--- src/rtl/emergency_preempt_pkg.sv ---
// Shared traffic package for the emergency preemption block: controller
// state encoding, per-lane light codes and default timing parameters.
package emergency_preempt_pkg;

  // Controller states; encodings 6 and 7 are unreachable and recover
  // through EXIT_ALLRED so the junction is always cleared first.
  typedef enum logic [2:0] {
    IDLE         = 3'd0,
    ENTRY_YELLOW = 3'd1,
    ENTRY_ALLRED = 3'd2,
    GREEN        = 3'd3,
    EXIT_YELLOW  = 3'd4,
    EXIT_ALLRED  = 3'd5
  } preemptState_t;

  // Two-bit light code per lane; 2'b11 is not a legal aspect.
  localparam logic [1:0] LIGHT_RED    = 2'b00;
  localparam logic [1:0] LIGHT_YELLOW = 2'b01;
  localparam logic [1:0] LIGHT_GREEN  = 2'b10;

  // Default timing, all in clocks; legal range is 1..255.
  localparam int DEF_YELLOW_CYCLES = 3;
  localparam int DEF_ALLRED_CYCLES = 2;
  localparam int DEF_MIN_GREEN     = 10;
  localparam int DEF_MAX_GREEN     = 30;

  // Eight lanes grouped into four approaches of two lanes each.
  localparam int NUM_LANES      = 8;
  localparam int NUM_APPROACHES = 4;

  // The illegal code must never reach a signal head; show it as red.
  function automatic logic [1:0] sanitizeCode(input logic [1:0] code);
    return (code == 2'b11) ? LIGHT_RED : code;
  endfunction

  // Lanes that were showing green or yellow need a yellow clearance.
  function automatic logic isMoving(input logic [1:0] code);
    return (code == LIGHT_GREEN) || (code == LIGHT_YELLOW);
  endfunction

endpackage

--- src/rtl/emergency_preempt_arbiter.sv ---
// Four-way round-robin arbiter: the approach after the last grant has the
// highest priority, the last-granted approach itself the lowest.
module rr_arbiter4 (
  input  logic [3:0] req,
  input  logic [1:0] lastGrant,
  output logic       valid,
  output logic [1:0] grant
);

  logic [1:0] idx;

  // Scan from lowest to highest priority so the highest-priority hit wins.
  always_comb begin
    valid = 1'b0;
    grant = lastGrant;
    idx   = 2'd0;
    for (int i = 4; i >= 1; i--) begin
      idx = lastGrant + 2'(i);
      if (req[idx]) begin
        valid = 1'b1;
        grant = idx;
      end
    end
  end

endmodule

--- src/rtl/emergency_preempt.sv ---
// Emergency-vehicle preemption controller. Sits between the normal signal
// controller and the signal heads: passes normal lights through while idle,
// otherwise clears the junction (yellow, all-red), gives a preemption green
// to one approach chosen round-robin, then clears again.
// Handshake: there is none; laneReq is a level request sampled every clock
// into reqQ and normalHold is a level that freezes the normal controller for
// as long as it is high. All outputs are registered.
module emergency_preempt
  import emergency_preempt_pkg::*;
#(
  parameter int YELLOW_CYCLES = DEF_YELLOW_CYCLES,
  parameter int ALLRED_CYCLES = DEF_ALLRED_CYCLES,
  parameter int MIN_GREEN     = DEF_MIN_GREEN,
  parameter int MAX_GREEN     = DEF_MAX_GREEN
) (
  input  logic        clk,
  input  logic        resetN,
  input  logic [0:7]  laneReq,
  input  logic [0:15] normalLights,
  output logic [0:15] laneLights,
  output logic        preemptActive,
  output logic [1:0]  grantApproach,
  output logic        normalHold,
  output logic [2:0]  dbgState
);

  // The timer holds (clocks already spent in the state) - 1 at each edge,
  // so a state lasting N clocks ends when the timer reaches N-1.
  localparam logic [7:0] YELLOW_LAST = 8'(YELLOW_CYCLES - 1);
  localparam logic [7:0] ALLRED_LAST = 8'(ALLRED_CYCLES - 1);
  localparam logic [7:0] MIN_LAST    = 8'(MIN_GREEN - 1);
  localparam logic [7:0] MAX_LAST    = 8'(MAX_GREEN - 1);

  preemptState_t state;
  preemptState_t nextState;
  logic [7:0]    timer;
  logic [3:0]    reqA;
  logic [3:0]    reqQ;
  logic [0:15]   snap;
  logic [0:15]   snapSrc;
  logic [0:15]   lightsNext;
  logic [1:0]    grantNext;
  logic          arbValid;
  logic [1:0]    arbGrant;
  logic          otherReq;

  assign dbgState = state;

  // Collapse lane requests into per-approach requests.
  always_comb begin
    reqA = '0;
    for (int a = 0; a < NUM_APPROACHES; a++) begin
      reqA[a] = laneReq[2*a] | laneReq[2*a+1];
    end
  end

  assign otherReq = |(reqQ & ~(4'b0001 << grantApproach));

  rr_arbiter4 u_arb (
    .req       (reqQ),
    .lastGrant (grantApproach),
    .valid     (arbValid),
    .grant     (arbGrant)
  );

  // Next-state and grant selection.
  always_comb begin
    nextState = state;
    grantNext = grantApproach;
    case (state)
      IDLE: begin
        if (|reqQ) nextState = ENTRY_YELLOW;
      end
      ENTRY_YELLOW: begin
        if (timer >= YELLOW_LAST) nextState = ENTRY_ALLRED;
      end
      ENTRY_ALLRED, EXIT_ALLRED: begin
        if (timer >= ALLRED_LAST) begin
          if (arbValid) begin
            nextState = GREEN;
            grantNext = arbGrant;
          end else begin
            nextState = IDLE;
          end
        end
      end
      GREEN: begin
        if ((timer >= MIN_LAST && !reqQ[grantApproach]) ||
            (timer >= MAX_LAST && otherReq)) begin
          nextState = EXIT_YELLOW;
        end
      end
      EXIT_YELLOW: begin
        if (timer >= YELLOW_LAST) nextState = EXIT_ALLRED;
      end
      default: nextState = EXIT_ALLRED;
    endcase
  end

  // Light pattern for the state being entered; registered below so the
  // heads change on the same edge as the state.
  always_comb begin
    lightsNext = '0;
    snapSrc    = (state == IDLE) ? normalLights : snap;
    case (nextState)
      IDLE: begin
        for (int l = 0; l < NUM_LANES; l++) begin
          lightsNext[2*l +: 2] = sanitizeCode(normalLights[2*l +: 2]);
        end
      end
      ENTRY_YELLOW: begin
        for (int l = 0; l < NUM_LANES; l++) begin
          if (isMoving(snapSrc[2*l +: 2])) lightsNext[2*l +: 2] = LIGHT_YELLOW;
        end
      end
      GREEN:       lightsNext[{grantNext, 2'b00} +: 4] = {LIGHT_GREEN, LIGHT_GREEN};
      EXIT_YELLOW: lightsNext[{grantNext, 2'b00} +: 4] = {LIGHT_YELLOW, LIGHT_YELLOW};
      default:     lightsNext = '0;
    endcase
  end

  // State, timer, request sampling and the snapshot of the normal lights.
  always_ff @(posedge clk or negedge resetN) begin
    if (!resetN) begin
      state <= IDLE;
      timer <= '0;
      reqQ  <= '0;
      snap  <= '0;
    end else begin
      state <= nextState;
      reqQ  <= reqA;
      if (nextState != state) timer <= '0;
      else if (timer != 8'hFF) timer <= timer + 8'd1;
      if (state == IDLE && nextState == ENTRY_YELLOW) snap <= normalLights;
    end
  end

  // Registered outputs; grant 3 after reset so approach 0 wins first.
  always_ff @(posedge clk or negedge resetN) begin
    if (!resetN) begin
      laneLights    <= '0;
      preemptActive <= 1'b0;
      normalHold    <= 1'b0;
      grantApproach <= 2'd3;
    end else begin
      laneLights    <= lightsNext;
      preemptActive <= (nextState == GREEN);
      normalHold    <= (nextState != IDLE);
      grantApproach <= grantNext;
    end
  end

endmodule

--- config.mk ---
export PLATFORM = sky130hd
export DESIGN_NAME = emergency_preempt
export DESIGN_NICKNAME = d
export VERILOG_FILES = /design/src/rtl/emergency_preempt_pkg.sv /design/src/rtl/emergency_preempt_arbiter.sv /design/src/rtl/emergency_preempt.sv
export SDC_FILE = /design/constraint.sdc
export NUM_CORES = 1
export LEC_CHECK = 0
export ABC_AREA = 1
export CAP_MARGIN = 20
export CORE_AREA = 10 10 98 100
export CTS_CLUSTER_SIZE = 8
export DETAILED_ROUTE_END_ITERATION = 10
export DIE_AREA = 0 0 108 110
export GPL_TIMING_DRIVEN = 0
export SLEW_MARGIN = 20
export SYNTH_ARGS = -nofsm -noshare
export SYNTH_HDL_FRONTEND = slang
export SYNTH_SLANG_ARGS = --single-unit
--- constraint.sdc ---
create_clock -name clk -period 2.8 [get_ports clk]
set_clock_uncertainty 0.05 [all_clocks]
set_input_delay 0.56 -clock clk [delete_from_list [all_inputs] [get_ports clk]]
set_output_delay 0.56 -clock clk [all_outputs]
set_load 0.01 [all_outputs]
==> results.sh, run 1 <==
export IMPL_status="complete, no violations"
export IMPL_hold_path_class="in -> async"
export IMPL_arrival_ns=2.40
export IMPL_first_global_vias=2448
export IMPL_cts_root_buf="clkbuf_8"
export IMPL_utilization=0.486
export IMPL_grt_use_total=0.116
export IMPL_syn_nets=425
export IMPL_startpoint="grantApproach[0]$_DFF_PN1_"
export IMPL_cp_max_fo=11
export IMPL_vias=2532
export IMPL_min_period_over_period=0.791
export IMPL_postRouteWirelength_um=6760
export IMPL_port_buffer_count=48
export IMPL_dp_hpwl_um=5310
export IMPL_placed_area_sq_mm=0.00360
export IMPL_worstPathCellList="inv_2, ha_1, inv_1, nand2_1, o21ai_0, inv_1, nand2_1, nand2_1, nand2_1, nand2_1, nand2_1, nand2_4, nor2_2, nand2_1, nand3_1"
export IMPL_cp_required_ns=2.98
export IMPL_die_area_sq_mm=0.0119
export IMPL_startpoint_type="register"
export IMPL_synth_ff_type="dfrtp_1"
export IMPL_die_w_um=108
export IMPL_r2r_worst_path_cells=15
export IMPL_power_density_mw_per_mm2=1050
export IMPL_antennaDiodeCount=0
export IMPL_place_inst=541
export IMPL_synth_seq_cells=51
export IMPL_ir_drop_mv=0.436
export IMPL_r2r_setup_slack_ns=0.59
export IMPL_async_flop_share=1.00
export IMPL_clkTransAtPathRegs_ns=0.09
export IMPL_grt_overflow_total=0
export IMPL_yosysTopAreaCellShare=0.410
export IMPL_synth_edff_count=0
export IMPL_crit_slowest_cell="dfstp_2"
export IMPL_register_area_sq_mm=0.00128
export IMPL_wl_met3_um=223
export IMPL_avgSynthCellArea_sq_um=7.65
export IMPL_yosysMostFrequentCell="nand2_1"
export IMPL_hold_buffers=0
export IMPL_antenna_found_initial=0
export IMPL_dp_slack_ns=0.574
export IMPL_yosysWarnings=0
export IMPL_grt_pass1_wl_um=11100
export IMPL_drc=0
export IMPL_area_growth_pct=24.2
export IMPL_synth_area_top_cells="dfrtp_1 41%, nand2_1 13%, o21ai_0 6.7%"
export IMPL_dr_pass1_iters=4
export IMPL_cts_buffer_depth=2
export IMPL_row_count=32
export IMPL_wl_met1_um=3050
export IMPL_synth_cell_types=31
export IMPL_fin_nets=480
export IMPL_syn_inst=391
export IMPL_fillCellCount=751
export IMPL_wl_per_cell_um=12.3
export IMPL_finalSetupViolCount=0
export IMPL_cts_repair_resized=0
export IMPL_cts_setup_buffers=0
export IMPL_ios=49
export IMPL_drt_iter0_markers=107
export IMPL_synth_largest_area_cell="dfrtp_1"
export IMPL_initial_core_util=0.391
export IMPL_grt_max_degree=52
export IMPL_worstSkewPairLatency_ns=0.29
export IMPL_rsz0062_at_grt="no"
export IMPL_routed_top_layer="met4"
export IMPL_final_cell_count_no_fill=549
export IMPL_met2_wirelength_um=3460
export IMPL_criticalPathCategory="reg -> reg"
export IMPL_gp_congestion=0.831
export IMPL_r2r_end="laneLights[13]$_DFF_PN0_"
export IMPL_final_hold_violation_count=0
export IMPL_crit_top_cell="nand2_1"
export IMPL_fin_crit_ns=2.21
export IMPL_die_h_um=110
export IMPL_viasPerCell=4.61
export IMPL_cpPeakStageDelay_ns=0.65
export IMPL_slew_headroom=0.572
export IMPL_power_total_mw=3.89
export IMPL_core_sq_mm=0.00765
export IMPL_yosysSeqAreaShare=0.428
export IMPL_worst_slew_pin_slew_ns=0.642
export IMPL_multi_input_area_sq_mm=0.00146
export IMPL_drv_cap=0
export IMPL_leakagePower_nw=1.87
export IMPL_yosys_top_cells_count="104 x nand2_1, 49 x dfrtp_1, 46 x inv_1"
export IMPL_fin_area_sq_mm=0.00371
export IMPL_r2r_start="grantApproach[0]$_DFF_PN1_"
export IMPL_crit_path_end_kind="register"
export IMPL_cts_sinks=51
export IMPL_layout_drive_gt1_share=0.130
export IMPL_fin_tns_setup_ns=0
export IMPL_fmax_ghz=0.452
export IMPL_hold_ws_ns=0.227
export IMPL_syn_area_sq_mm=0.00299
export IMPL_cts_max_level=2
export IMPL_cts_tree="built"
export IMPL_worst_slack_ns=0.585
export IMPL_drv_slew=0
export IMPL_numCtsBuffers=5
export IMPL_ant_nets=0
-- where the power goes --
| part | switching, mW | total (mW) | internal, mW |
|---|---|---|---|
| registers | 0.171 | 1.19 | 1.01 |
| logic | 1.29 | 2.18 | 0.891 |
| clock network | 0.235 | 0.524 | 0.289 |
| total | 1.69 | 3.89 | 2.19 |
-- per-layer routing --
metal / up-vias / track usage
met5: - / 0
met4: 0 / 0.0315
met3: 2 / 0.0232
met2: 45 / 0.207
met1: 1155 / 0.138
li1: 1330 / -
-- critical path: cells and delay by family (launching register included) --
family / cells / cell delay (ns)
flops: 1 / 0.65
buf+inv: 3 / 0.20
simple gates: 10 / 0.97
fa+ha+maj: 1 / 0.20
compound gates: 1 / 0.08
-- how the worst max path moves through the flow --
stage,depth (start not counted),slack (ns),to
floorplan,12,0.84,laneLights[7]$_DFF_PN0_
global placement,1,-0.43,reqQ[0]$_DFF_PN0_
detailed placement,15,0.57,laneLights[5]$_DFF_PN0_
CTS,15,0.54,laneLights[5]$_DFF_PN0_
global route,13,0.32,laneLights[5]$_DFF_PN0_
finish,15,0.59,laneLights[13]$_DFF_PN0_
-- area by class of cell --
| cell class | count | share of cell area |
|---|---|---|
| Multi-Input combinational cell | 278 | 0.393 |
| Clock inverter | 2 | 0.00943 |
| Inverter | 56 | 0.0566 |
| Timing Repair Buffer | 48 | 0.129 |
| Buffer | 6 | 0.0115 |
| Sequential cell | 51 | 0.344 |
| Clock buffer | 6 | 0.0222 |
| Tap cell | 102 | 0.0344 |
-- cells by family after synthesis --
| family | synth area share |
|---|---|
| adder cells (fa/ha/maj) | 0.0335 |
| AND/OR/NAND/NOR | 0.343 |
| flip-flops | 0.428 |
| AO/OA/AOI/OAI | 0.0824 |
| buffers and inverters | 0.0845 |
| XOR/XNOR | 0.0293 |
-- cells in the final DEF, fill, tap and decap left out, drive strengths merged, types with 3 or more instances in the layout --
master | synthesis | layout
inv | 55 | 55
nand2 | 114 | 114
o21ai | 44 | 44
a21oi | 3 | 3
nor2 | 47 | 47
or2 | 4 | 4
clkbuf | 4 | 10
nand3 | 44 | 44
ha | 8 | 8
dfrtp | 49 | 49
xnor2 | 8 | 8
buf | 2 | 3
clkdlybuf4s50 | 0 | 47
-- registers in the layout, summed over array words and instances, names as in the netlist --
signal         cells
preemptActive      1
snap              16
normalHold         1
timer              8
grantApproach      2
reqQ               4
dbgState           3
laneLights        16
Power figures use the tool's default switching activity.
==> run 2, diff against run 1 <==
==> constraint.sdc (replaced) <==
create_clock -name clk -period 2.3 [get_ports clk]
set_clock_uncertainty 0.05 [all_clocks]
set_input_delay 0.46 -clock clk [delete_from_list [all_inputs] [get_ports clk]]
set_output_delay 0.46 -clock clk [all_outputs]
set_load 0.01 [all_outputs]
==> run 2 against run 1 <==
  * Critical path depth decreased by 3
  * Wire length grew 2.3%
  * Hold slack got worse by 0.10 ns
  * Power grew 24%
  * Combinational power grew 27%
==> results.sh, run 2 (synthesized netlist as in run 1, its figures left out) <==
export IMPL_startpoint_type="register"
export IMPL_finalSetupViolCount=0
export IMPL_status="complete, no violations"
export IMPL_ant_nets=0
export IMPL_worst_slew_pin_slew_ns=0.641
export IMPL_grt_use_total=0.116
export IMPL_cts_buffer_depth=2
export IMPL_worstSkewPairLatency_ns=0.30
export IMPL_die_w_um=108
export IMPL_port_buffer_count=48
export IMPL_use_met3=0.0232
export IMPL_grt_max_degree=52
export IMPL_grt_busiest_layer="met2"
export IMPL_cp_top_family="simple AND/OR/NAND/NOR gates"
export IMPL_area_growth_pct=26.2
export IMPL_die_area_sq_mm=0.0119
export IMPL_leakagePower_nw=1.89
export IMPL_fmax_ghz=0.470
export IMPL_fillCellCount=740
export IMPL_hold_path_class="in -> async"
export IMPL_cts_root_buf="clkbuf_8"
export IMPL_gp_congestion=0.831
export IMPL_grt_pass1_wl_um=11100
export IMPL_hold_buffers=0
export IMPL_cpPeakStageDelay_ns=0.59
export IMPL_p_switching_mw=2.11
export IMPL_ios=49
export IMPL_initial_core_util=0.391
export IMPL_dp_slack_ns=0.0735
export IMPL_r2r_start="grantApproach[1]$_DFF_PN1_"
export IMPL_first_global_vias=2448
export IMPL_worst_slack_ns=0.174
export IMPL_clkTransAtPathRegs_ns=0.09
export IMPL_r2r_end="laneLights[14]$_DFF_PN0_"
export IMPL_viasPerCell=4.65
export IMPL_numCtsBuffers=5
export IMPL_r2r_setup_slack_ns=0.17
export IMPL_fin_crit_ns=2.13
export IMPL_row_count=32
export IMPL_core_sq_mm=0.00765
export IMPL_fin_tns_setup_ns=0
export IMPL_dp_hpwl_um=5310
export IMPL_vias=2574
export IMPL_worstPathCellList="inv_1, ha_1, o21ai_0, inv_1, nand2_1, nand2_1, nand3_4, nand3_4, nor2_8, buf_12, nand3_2, nand2_1"
export IMPL_cts_tree="built"
export IMPL_met1_usage=0.138
export IMPL_crit_top_cell="nand2_1"
export IMPL_ir_drop_mv=0.532
export IMPL_wl_per_cell_um=12.5
export IMPL_cts_sinks=51
export IMPL_cp_required_ns=2.49
export IMPL_layout_drive_gt1_share=0.146
export IMPL_layout_common_cells="103 x nand2_1, 49 x dfrtp_1, 47 x clkdlybuf4s50_1"
export IMPL_cts_max_level=2
export IMPL_final_cell_count_no_fill=554
export IMPL_drv_cap=0
export IMPL_crit_slowest_cell="dfstp_2"
export IMPL_startpoint="grantApproach[1]$_DFF_PN1_"
export IMPL_p_comb_frac=0.573
export IMPL_drt_iter0_markers=80
export IMPL_cp_max_fo=10
export IMPL_drc=0
export IMPL_drv_slew=0
export IMPL_place_inst=541
export IMPL_die_h_um=110
export IMPL_power_total_mw=4.83
export IMPL_internal_power_mw=2.73
export IMPL_cp_endpoint="laneLights[14]$_DFF_PN0_"
export IMPL_postRouteWirelength_um=6920
export IMPL_power_density_mw_per_mm2=1280
export IMPL_global_route_usage_met2=0.207
export IMPL_crit_cells=12
export IMPL_arrival_ns=2.32
export IMPL_reg_largest_list="laneLights x16, snap x16, timer x8"
export IMPL_antennaDiodeCount=0
export IMPL_min_period_over_period=0.924
export IMPL_crit_path_end_kind="register"
export IMPL_fin_nets=485
export IMPL_criticalPathCategory="reg -> reg"
export IMPL_antenna_found_initial=0
export IMPL_layout_commonest_cell="nand2_1"
export IMPL_crit_buf_inv=3
export IMPL_p_sw_frac=0.436
export IMPL_dr_pass1_iters=4
export IMPL_utilization=0.494
export IMPL_grt_overflow_total=0
export IMPL_pwr_share_seq=0.294
export IMPL_p_clk_frac=0.133
export IMPL_r2r_worst_path_cells=12
export IMPL_rsz0062_at_grt="no"
export IMPL_slew_headroom=0.573
export IMPL_final_hold_violation_count=0
[run 2: how the worst min path moves through the flow]
stage                                          end  cells past startpoint                 start  slack (ns)
after floorplan              dbgState[0]$_DFF_PN0_                      0                resetN        0.11
after global placement        snap[15]$_DFFE_PN0P_                      2  snap[15]$_DFFE_PN0P_        0.44
after detailed placement       snap[0]$_DFFE_PN0P_                      2   snap[0]$_DFFE_PN0P_        0.45
after CTS                      snap[7]$_DFFE_PN0P_                      1                resetN        0.15
after global routing      laneLights[11]$_DFF_PN0_                      1                resetN        0.17
final                          snap[9]$_DFFE_PN0P_                      1                resetN        0.13
[run 2: through the flow]
| stage | area, sq um | hold slack, ns |
|---|---|---|
| 2_1_floorplan | 2990 | 0.114 |
| 3_3_place_gp | 3600 | 0.438 |
| 3_5_place_dp | 3600 | 0.447 |
| 4_1_cts | 3710 | 0.149 |
| 5_1_grt | 3770 | 0.168 |
| 6_report | 3770 | 0.127 |
[run 2: what timing repair did]
| item | in CTS | in global routing |
|---|---|---|
| setup endpoints to repair | 0 | 25 |
| resized for setup | 0 | 6 |
| buffers inserted | 0 | 4 |
[run 2: area by class of cell]
class | instances | area [sq um] | area share
Buffer | 6 | 46.3 | 0.0123
Clock buffer | 6 | 82.6 | 0.0219
Clock inverter | 2 | 35.0 | 0.00928
Inverter | 56 | 210 | 0.0557
Multi-Input combinational cell | 279 | 1490 | 0.394
Sequential cell | 51 | 1280 | 0.339
Tap cell | 102 | 128 | 0.0338
Timing Repair Buffer | 52 | 508 | 0.135
[run 2: layer usage]
metal  up-vias  share of wire
met4         0         0.0074
met3         5          0.033
met5         -              0
met2        40           0.51
met1      1187           0.45
li1       1342              -
[run 2: power by group through the flow]
stage	Sequential, mW	Clock (mW)	Combinational [mW]
after floorplan	1.50	0	1.82
after global placement	1.46	0	2.66
after detailed placement	1.46	0	2.68
after CTS	1.44	0.666	2.70
after global routing	1.45	0.691	3.12
final	1.42	0.642	2.77
